<file path="src/rtl/fifo_wr_arbiter_if.sv">
// fifo_wr_arbiter_if: requester/FIFO-write bundle shared by the arbiter and its clients.
// slave  = arbiter side (samples requests, drives the FIFO write port).
// master = requesters plus FIFO side (drives requests and the full flag).
interface fifo_wr_arbiter_if #(
    parameter int unsigned NUM_REQ    = 4,
    parameter int unsigned DATA_WIDTH = 8
);
    logic [NUM_REQ-1:0]            req;
    logic [NUM_REQ*DATA_WIDTH-1:0] req_data;
    logic                          fifo_full;
    logic [NUM_REQ-1:0]            gnt;
    logic                          wr_en;
    logic [DATA_WIDTH-1:0]         data_in;
    logic                          busy;

    modport master (
        output req, req_data, fifo_full,
        input  gnt, wr_en, data_in, busy
    );

    modport slave (
        input  req, req_data, fifo_full,
        output gnt, wr_en, data_in, busy
    );
endinterface

</file>
<file path="src/rtl/fifo_wr_arbiter.sv">
// fifo_wr_arbiter: round-robin owner of the async FIFO write port (wrclk domain).
// Optional macro FIFO_ARB_BURST_EN: an owner keeps the port for up to MAX_BURST
// transfers; without it every transfer re-arbitrates (word-level round robin).
// wr_en/gnt/data_in are combinational from registered state, req and fifo_full.
module fifo_wr_arbiter #(
    parameter int unsigned NUM_REQ    = 4,
    parameter int unsigned DATA_WIDTH = 8,
    parameter int unsigned MAX_BURST  = 4
) (
    input logic              wrclk,
    input logic              wrrst_n,
    fifo_wr_arbiter_if.slave bus
);
    localparam int unsigned OW = $clog2(NUM_REQ);

    if (NUM_REQ < 2 || NUM_REQ > 8 || MAX_BURST < 1) begin : g_cfg_check
        $error("fifo_wr_arbiter: NUM_REQ must be 2..8 and MAX_BURST >= 1");
    end

    typedef enum logic {
        IDLE  = 1'b0,
        GRANT = 1'b1
    } state_t;

    state_t        state_q, state_d;
    logic [OW-1:0] owner_q, owner_d;
    logic [OW-1:0] last_owner_q, last_owner_d;
    logic [OW-1:0] base;
    logic [OW-1:0] sel;
    logic          sel_vld;
    logic          wr_en;
    logic          release_own;

`ifdef FIFO_ARB_BURST_EN
    localparam int unsigned BW = $clog2(MAX_BURST + 1);
    logic [BW-1:0] burst_cnt_q, burst_cnt_d;
`endif

    // Round-robin pick: scan upward from one past the base, wrapping mod NUM_REQ.
    // In GRANT the base is the current owner, since on release it becomes
    // last_owner at this same edge and must get lowest priority.
    always_comb begin
        int unsigned   idx;
        logic [OW-1:0] cand;
        base    = (state_q == GRANT) ? owner_q : last_owner_q;
        sel     = '0;
        sel_vld = 1'b0;
        idx     = 0;
        cand    = '0;
        for (int unsigned k = 1; k <= NUM_REQ; k++) begin
            idx = 32'(base) + k;
            if (idx >= NUM_REQ) begin
                idx = idx - NUM_REQ;
            end
            cand = OW'(idx);
            if (!sel_vld && bus.req[cand]) begin
                sel     = cand;
                sel_vld = 1'b1;
            end
        end
    end

    // Next-state: grant on any request from IDLE, release on req drop or burst end.
    always_comb begin
        wr_en        = (state_q == GRANT) && bus.req[owner_q] && !bus.fifo_full;
        state_d      = state_q;
        owner_d      = owner_q;
        last_owner_d = last_owner_q;
        release_own  = 1'b0;
`ifdef FIFO_ARB_BURST_EN
        burst_cnt_d  = wr_en ? burst_cnt_q + BW'(1) : burst_cnt_q;
`endif
        case (state_q)
            IDLE: begin
                if (sel_vld) begin
                    state_d     = GRANT;
                    owner_d     = sel;
`ifdef FIFO_ARB_BURST_EN
                    burst_cnt_d = '0;
`endif
                end
            end
            GRANT: begin
`ifdef FIFO_ARB_BURST_EN
                release_own = !bus.req[owner_q] ||
                              (wr_en && (burst_cnt_q == BW'(MAX_BURST - 1)));
`else
                release_own = !bus.req[owner_q] || wr_en;
`endif
                if (release_own) begin
                    last_owner_d = owner_q;
                    if (sel_vld) begin
                        owner_d     = sel;
`ifdef FIFO_ARB_BURST_EN
                        burst_cnt_d = '0;
`endif
                    end else begin
                        state_d = IDLE;
                    end
                end
            end
            default: state_d = IDLE;
        endcase
    end

    // Write-port outputs: one-hot grant and data mux for the current owner.
    always_comb begin
        bus.gnt          = '0;
        bus.gnt[owner_q] = wr_en;
        bus.data_in      = wr_en ? bus.req_data[owner_q*DATA_WIDTH +: DATA_WIDTH] : '0;
    end

    assign bus.wr_en = wr_en;
    assign bus.busy  = (state_q == GRANT);

    // State registers; reset leaves requester 0 with first priority.
    always_ff @(posedge wrclk or negedge wrrst_n) begin
        if (!wrrst_n) begin
            state_q      <= IDLE;
            owner_q      <= '0;
            last_owner_q <= OW'(NUM_REQ - 1);
`ifdef FIFO_ARB_BURST_EN
            burst_cnt_q  <= '0;
`endif
        end else begin
            state_q      <= state_d;
            owner_q      <= owner_d;
            last_owner_q <= last_owner_d;
`ifdef FIFO_ARB_BURST_EN
            burst_cnt_q  <= burst_cnt_d;
`endif
        end
    end
endmodule

</file>
<file path="src/flat_wrapper.sv">
// flat-port wrapper written by rule: the top's interface ports become plain ports
module fifo_wr_arbiter_flat 
#(
    parameter int unsigned NUM_REQ    = 4,
    parameter int unsigned DATA_WIDTH = 8,
    parameter int unsigned MAX_BURST  = 4
)
  (wrclk, wrrst_n, bus_req, bus_req_data, bus_fifo_full, bus_gnt, bus_wr_en, bus_data_in, bus_busy);
  fifo_wr_arbiter_if #(.NUM_REQ(NUM_REQ), .DATA_WIDTH(DATA_WIDTH)) bus_i ();
  input logic wrclk;
  input logic wrrst_n;
  input wire logic [$bits(bus_i.req)-1:0] bus_req;
  input wire logic [$bits(bus_i.req_data)-1:0] bus_req_data;
  input wire logic [$bits(bus_i.fifo_full)-1:0] bus_fifo_full;
  output wire logic [$bits(bus_i.gnt)-1:0] bus_gnt;
  output wire logic [$bits(bus_i.wr_en)-1:0] bus_wr_en;
  output wire logic [$bits(bus_i.data_in)-1:0] bus_data_in;
  output wire logic [$bits(bus_i.busy)-1:0] bus_busy;
  assign bus_i.req = bus_req;
  assign bus_i.req_data = bus_req_data;
  assign bus_i.fifo_full = bus_fifo_full;
  assign bus_gnt = bus_i.gnt;
  assign bus_wr_en = bus_i.wr_en;
  assign bus_data_in = bus_i.data_in;
  assign bus_busy = bus_i.busy;
  fifo_wr_arbiter #(.NUM_REQ(NUM_REQ), .DATA_WIDTH(DATA_WIDTH), .MAX_BURST(MAX_BURST)) u_core (.wrclk(wrclk), .wrrst_n(wrrst_n), .bus(bus_i));
endmodule
</file>
<file path="config.mk">
export PLATFORM = sky130hd
export DESIGN_NAME = fifo_wr_arbiter_flat
export DESIGN_NICKNAME = d
export VERILOG_FILES = /design/src/rtl/fifo_wr_arbiter_if.sv /design/src/rtl/fifo_wr_arbiter.sv /design/src/flat_wrapper.sv
export SDC_FILE = /design/constraint.sdc
export NUM_CORES = 1
export LEC_CHECK = 0
export ABC_AREA = 1
export CAP_MARGIN = 5
export CORE_AREA = 2 2 62 64
export DETAILED_ROUTE_END_ITERATION = 10
export DIE_AREA = 0 0 64 66
export PLACE_DENSITY = 0.66
export SLEW_MARGIN = 20
export SYNTH_ARGS = -nofsm -noshare
export SYNTH_HDL_FRONTEND = slang
export SYNTH_SLANG_ARGS = --single-unit
</file>
<file path="constraint.sdc">
create_clock -name wrclk -period 2.2 [get_ports wrclk]
set_clock_uncertainty 0.15 [all_clocks]
set_input_delay 0.44 -clock wrclk [delete_from_list [all_inputs] [get_ports wrclk]]
set_output_delay 0.44 -clock wrclk [all_outputs]
set_load 0.05 [all_outputs]
</file>
==> key figures <==
STA
  • Final Max Slew Viols: 0
  • Fin Setup TNS: -1.91 ns
  • Unrepaired setup endpoints after global routing: yes
  • Fin. Hold Viols: 0
  • Max-slew headroom: 79.1%
  • Worst Tran Pin Value: 0.314 ns
  • Final period util: 108%
  • Final min period: 2.39 ns
  • Setup ws final: -0.186 ns
  • Fmax: 419 MHz
  • Final Setup Violations: 13

Logic synthesis
  • Post-synthesis simple-gate area fraction: a little under half
  • Synthesized Nets: around 180
  • Largest area contributor in the netlist: nand2_1
  • Largest family of logic cells by synthesized area: simple AND/OR/NAND/NOR gates
  • Mean Syn Cell Area: 6.03 sq um
  • Adder-cell area share of the yosys netlist: 0%
  • Most common cell in the synthesized netlist: nand2_1
  • Library cells used by synthesis: 20
  • Synth top area share: 32.9%
  • Post-Syn Area: 868 sq um
  • Synth top area cells: nand2_1 (33%), a31oi_4 (17%), dfrtp_1 (8.6%)
  • Synth Area in Compound Gates: 30.0%
  • Cell count after synthesis: around 140
  • Top_reg_cell synth: dfrtp_1
  • Ys async rst share: 100%
  • Sequential element share of the synthesized area: between 10% and 20%
  • Synth top cells by count: nand2_1 (76), inv_1 (13), nor2_1 (9)
  • XOR/XNOR share of the synthesized area: 0%
  • Post-synthesis mux area share: 0%
  • #FFs+latches synth: 5
  • Synth Warn #: 0
  • EDFF count, synth: 0

Setup path
  • Crit-path slowest cell: dfrtp_2
  • Worst-path fanout max: 7
  • CP Cell Sequence: inv_4 -> nand2_4 -> clkinv_4 -> nand2_2 -> o2111ai_2 -> nand2_1 -> or2_4 -> a31oi_4 -> buf_12
  • Crit path launch type: flip-flop
  • Required time worst endpoint: 1.61 ns
  • Crit path capture type: primary output
  • Worst path bufs/invs: 3
  • Cell family with most CP delay: simple AND/OR/NAND/NOR gates
  • WS Path Type: reg -> out
  • Slowest stage delay, CP: 0.46 ns
  • Critical Path AT: between 1.5 and 2 ns

GRT
  • Initial antenna violation count: 0
  • Largest net degree at the start of global routing: 9
  • First-pass GRT wire length: 4970 um
  • GRT Total Usage: roughly 15%
  • Grt ovf: 0
  • Vias in the first global route: 1093

Place
  • Place WS: -0.380 ns
  • Gp weighted congestion: 0.853
  • Port Buffers: 52
  • DP Cell Count: 255
  • Post-DP HPWL: 2440 um

Cells and area
  • Layout Cells excl Fill: 263
  • Multi-input logic area: 747 sq um
  • Share of layout cells above drive strength 1: 29.8%
  • Layout Nets: 255
  • Register Area: 130 sq um
  • Filler cells: 338
  • Ant. Diodes: 0
  • Layout area overhead: 106%

Floorplanning
  • Area of the core: 0.00355 sq mm
  • Die Span X: about 64 um
  • Die ar.: roughly 0.0042 sq mm
  • Cell row count: 22
  • Die height: 66 um
  • # IOs: 53
  • Starting Density: 24.5%

Status
  • Failing checks: negative setup slack
  • Status: complete, but fails checks

Drt
  • 1st-iter DRT viols: 33
  • Routed wire per std cell: 11.5 um
  • Routed Antenna Nets: 0
  • Via Count: 1165
  • # DRC: 0
  • Vias per cell: 4.43
  • DR pass1 iterations: 4
  • Total wire length: 3020 um

Clocking
  • Clk slew on worst S/H paths: 0.04 ns
  • CTS Hold Bufs: 0
  • H-tree depth: 1
  • Num CTS Buffers: 3
  • Clk sinks: 5
  • CTS tree: done
  • Worst skew pair latency: 0.25 ns
  • Clk Tree Root Cell: clkbuf_4
  • CTS max path bufs: 2

Power and ir drop
  • LEAKAGE: 0.778 nW
  • Sw frac: 55.9%
  • Comb pwr share: 86.7%
  • Seq pwr share: 9.2%
  • Clock share of power: 4.2%
  • PD cells: 1440 mW/mm^2
  • Switching pwr: roughly 1.4 mW
  • Worst IR drop on VDD: 0.731 mV
  • Pint: 1.14 mW

Hold path
  • Hold crit path type: in -> async

Job
  • Max Cap Viol: 0
[timing repair]
item | CTS | global route
buffers inserted | 2 | 1
gates resized for setup | 8 | 2
gates cloned | 1 | 0
setup endpoints to repair | 13 | 15
pin swaps | 3 | 0
[state kept, by name (all words and copies together) (netlist names)]
name / cells
u_core.bus.busy: 1
u_core.last_owner_q: 2
u_core.owner_q: 2
[area by class of cell]
class	instances	area share, %
well taps	48	3.36
repair buffers	67	42.2
multi-input cells	123	41.7
clock buffers	4	1.47
inverters	16	3.92
flip-flops and latches	5	7.27
[metrics by stage]
step	hold WS, ns	instance area [sq um]	util (%)	total power, mW
after floorplan	-0.00559	951	-	1.68
final	0.258	1790	50.4	2.58
after global placement	0.356	1730	48.7	2.39
after CTS	0.255	1780	50.0	2.58
after detailed placement	0.357	1730	48.7	2.40
after global routing	0.253	1790	50.4	2.83
[routing by layer]
| metal | share of wire [%] | wire length [um] | GRT usage, % |
|---|---|---|---|
| met1 | 46 | 1390 | 18.6 |
| met2 | 46 | 1400 | 25.8 |
| met3 | 7.4 | 223 | 4.09 |
| met5 | 0 | 0 | 0 |
| met4 | 0.46 | 14 | 2.45 |
[cells by family (layout without fill, tap and decap cells)]
logic type             count (synthesis)  in the layout
AOI/OAI and AO/OA                     23             23
DFF                                    5              5
buffers and inverters                 17             87
and+or+nand+nor                       99            100
[cells in the final DEF, fill, tap and decap left out, drive strengths merged]
cell type	instances
a21oi	1
a22oi	8
a31oi	8
buf	29
clkbuf	4
clkdlybuf4s50	34
clkinv	1
dfrtp	3
dfstp	2
dlygate4sd2	4
inv	15
nand2	78
nand3	5
nand4	2
nor2	11
nor3	2
o2111ai	1
o21ai	5
or2	2
[path summary, 6_finish.rpt]
path	slack, ns	start	depth (start not counted)	endpoint
max	-0.19	u_core.owner_q[1]	9	bus_data_in[3]
min	0.26	wrrst_n	1	u_core.owner_q[0]
max reg2reg	0.21	u_core.bus.busy	12	u_core.owner_q[1]
min reg2reg	0.38	u_core.last_owner_q[0]	2	u_core.last_owner_q[0]
max in group asynchronous	1.40	wrrst_n	1	u_core.last_owner_q[0]
min in group wrclk	0.38	u_core.last_owner_q[0]	2	u_core.last_owner_q[0]
[worst register-to-register path, cell delays in order, from the launching register on]
cell	delay, ns
dfrtp_1	0.46
inv_1	0.18
nand2_1	0.09
nand2_1	0.16
nand2_1	0.07
nand2_1	0.14
nand2_1	0.07
nand2_1	0.12
o21ai_0	0.10
nand2_1	0.06
nand2_1	0.04
o21ai_0	0.16
nand2_1	0.07
[power groups by stage]
stage | combinational (mW) | clock [mW] | sequential [mW]
finish | 2.24 | 0.108 | 0.237
global route | 2.47 | 0.121 | 0.244
CTS | 2.24 | 0.112 | 0.230
detailed placement | 2.17 | 0 | 0.233
global placement | 2.15 | 0 | 0.235
floorplan | 1.42 | 0 | 0.252
No activity file was read; power rests on OpenSTA's default activity.
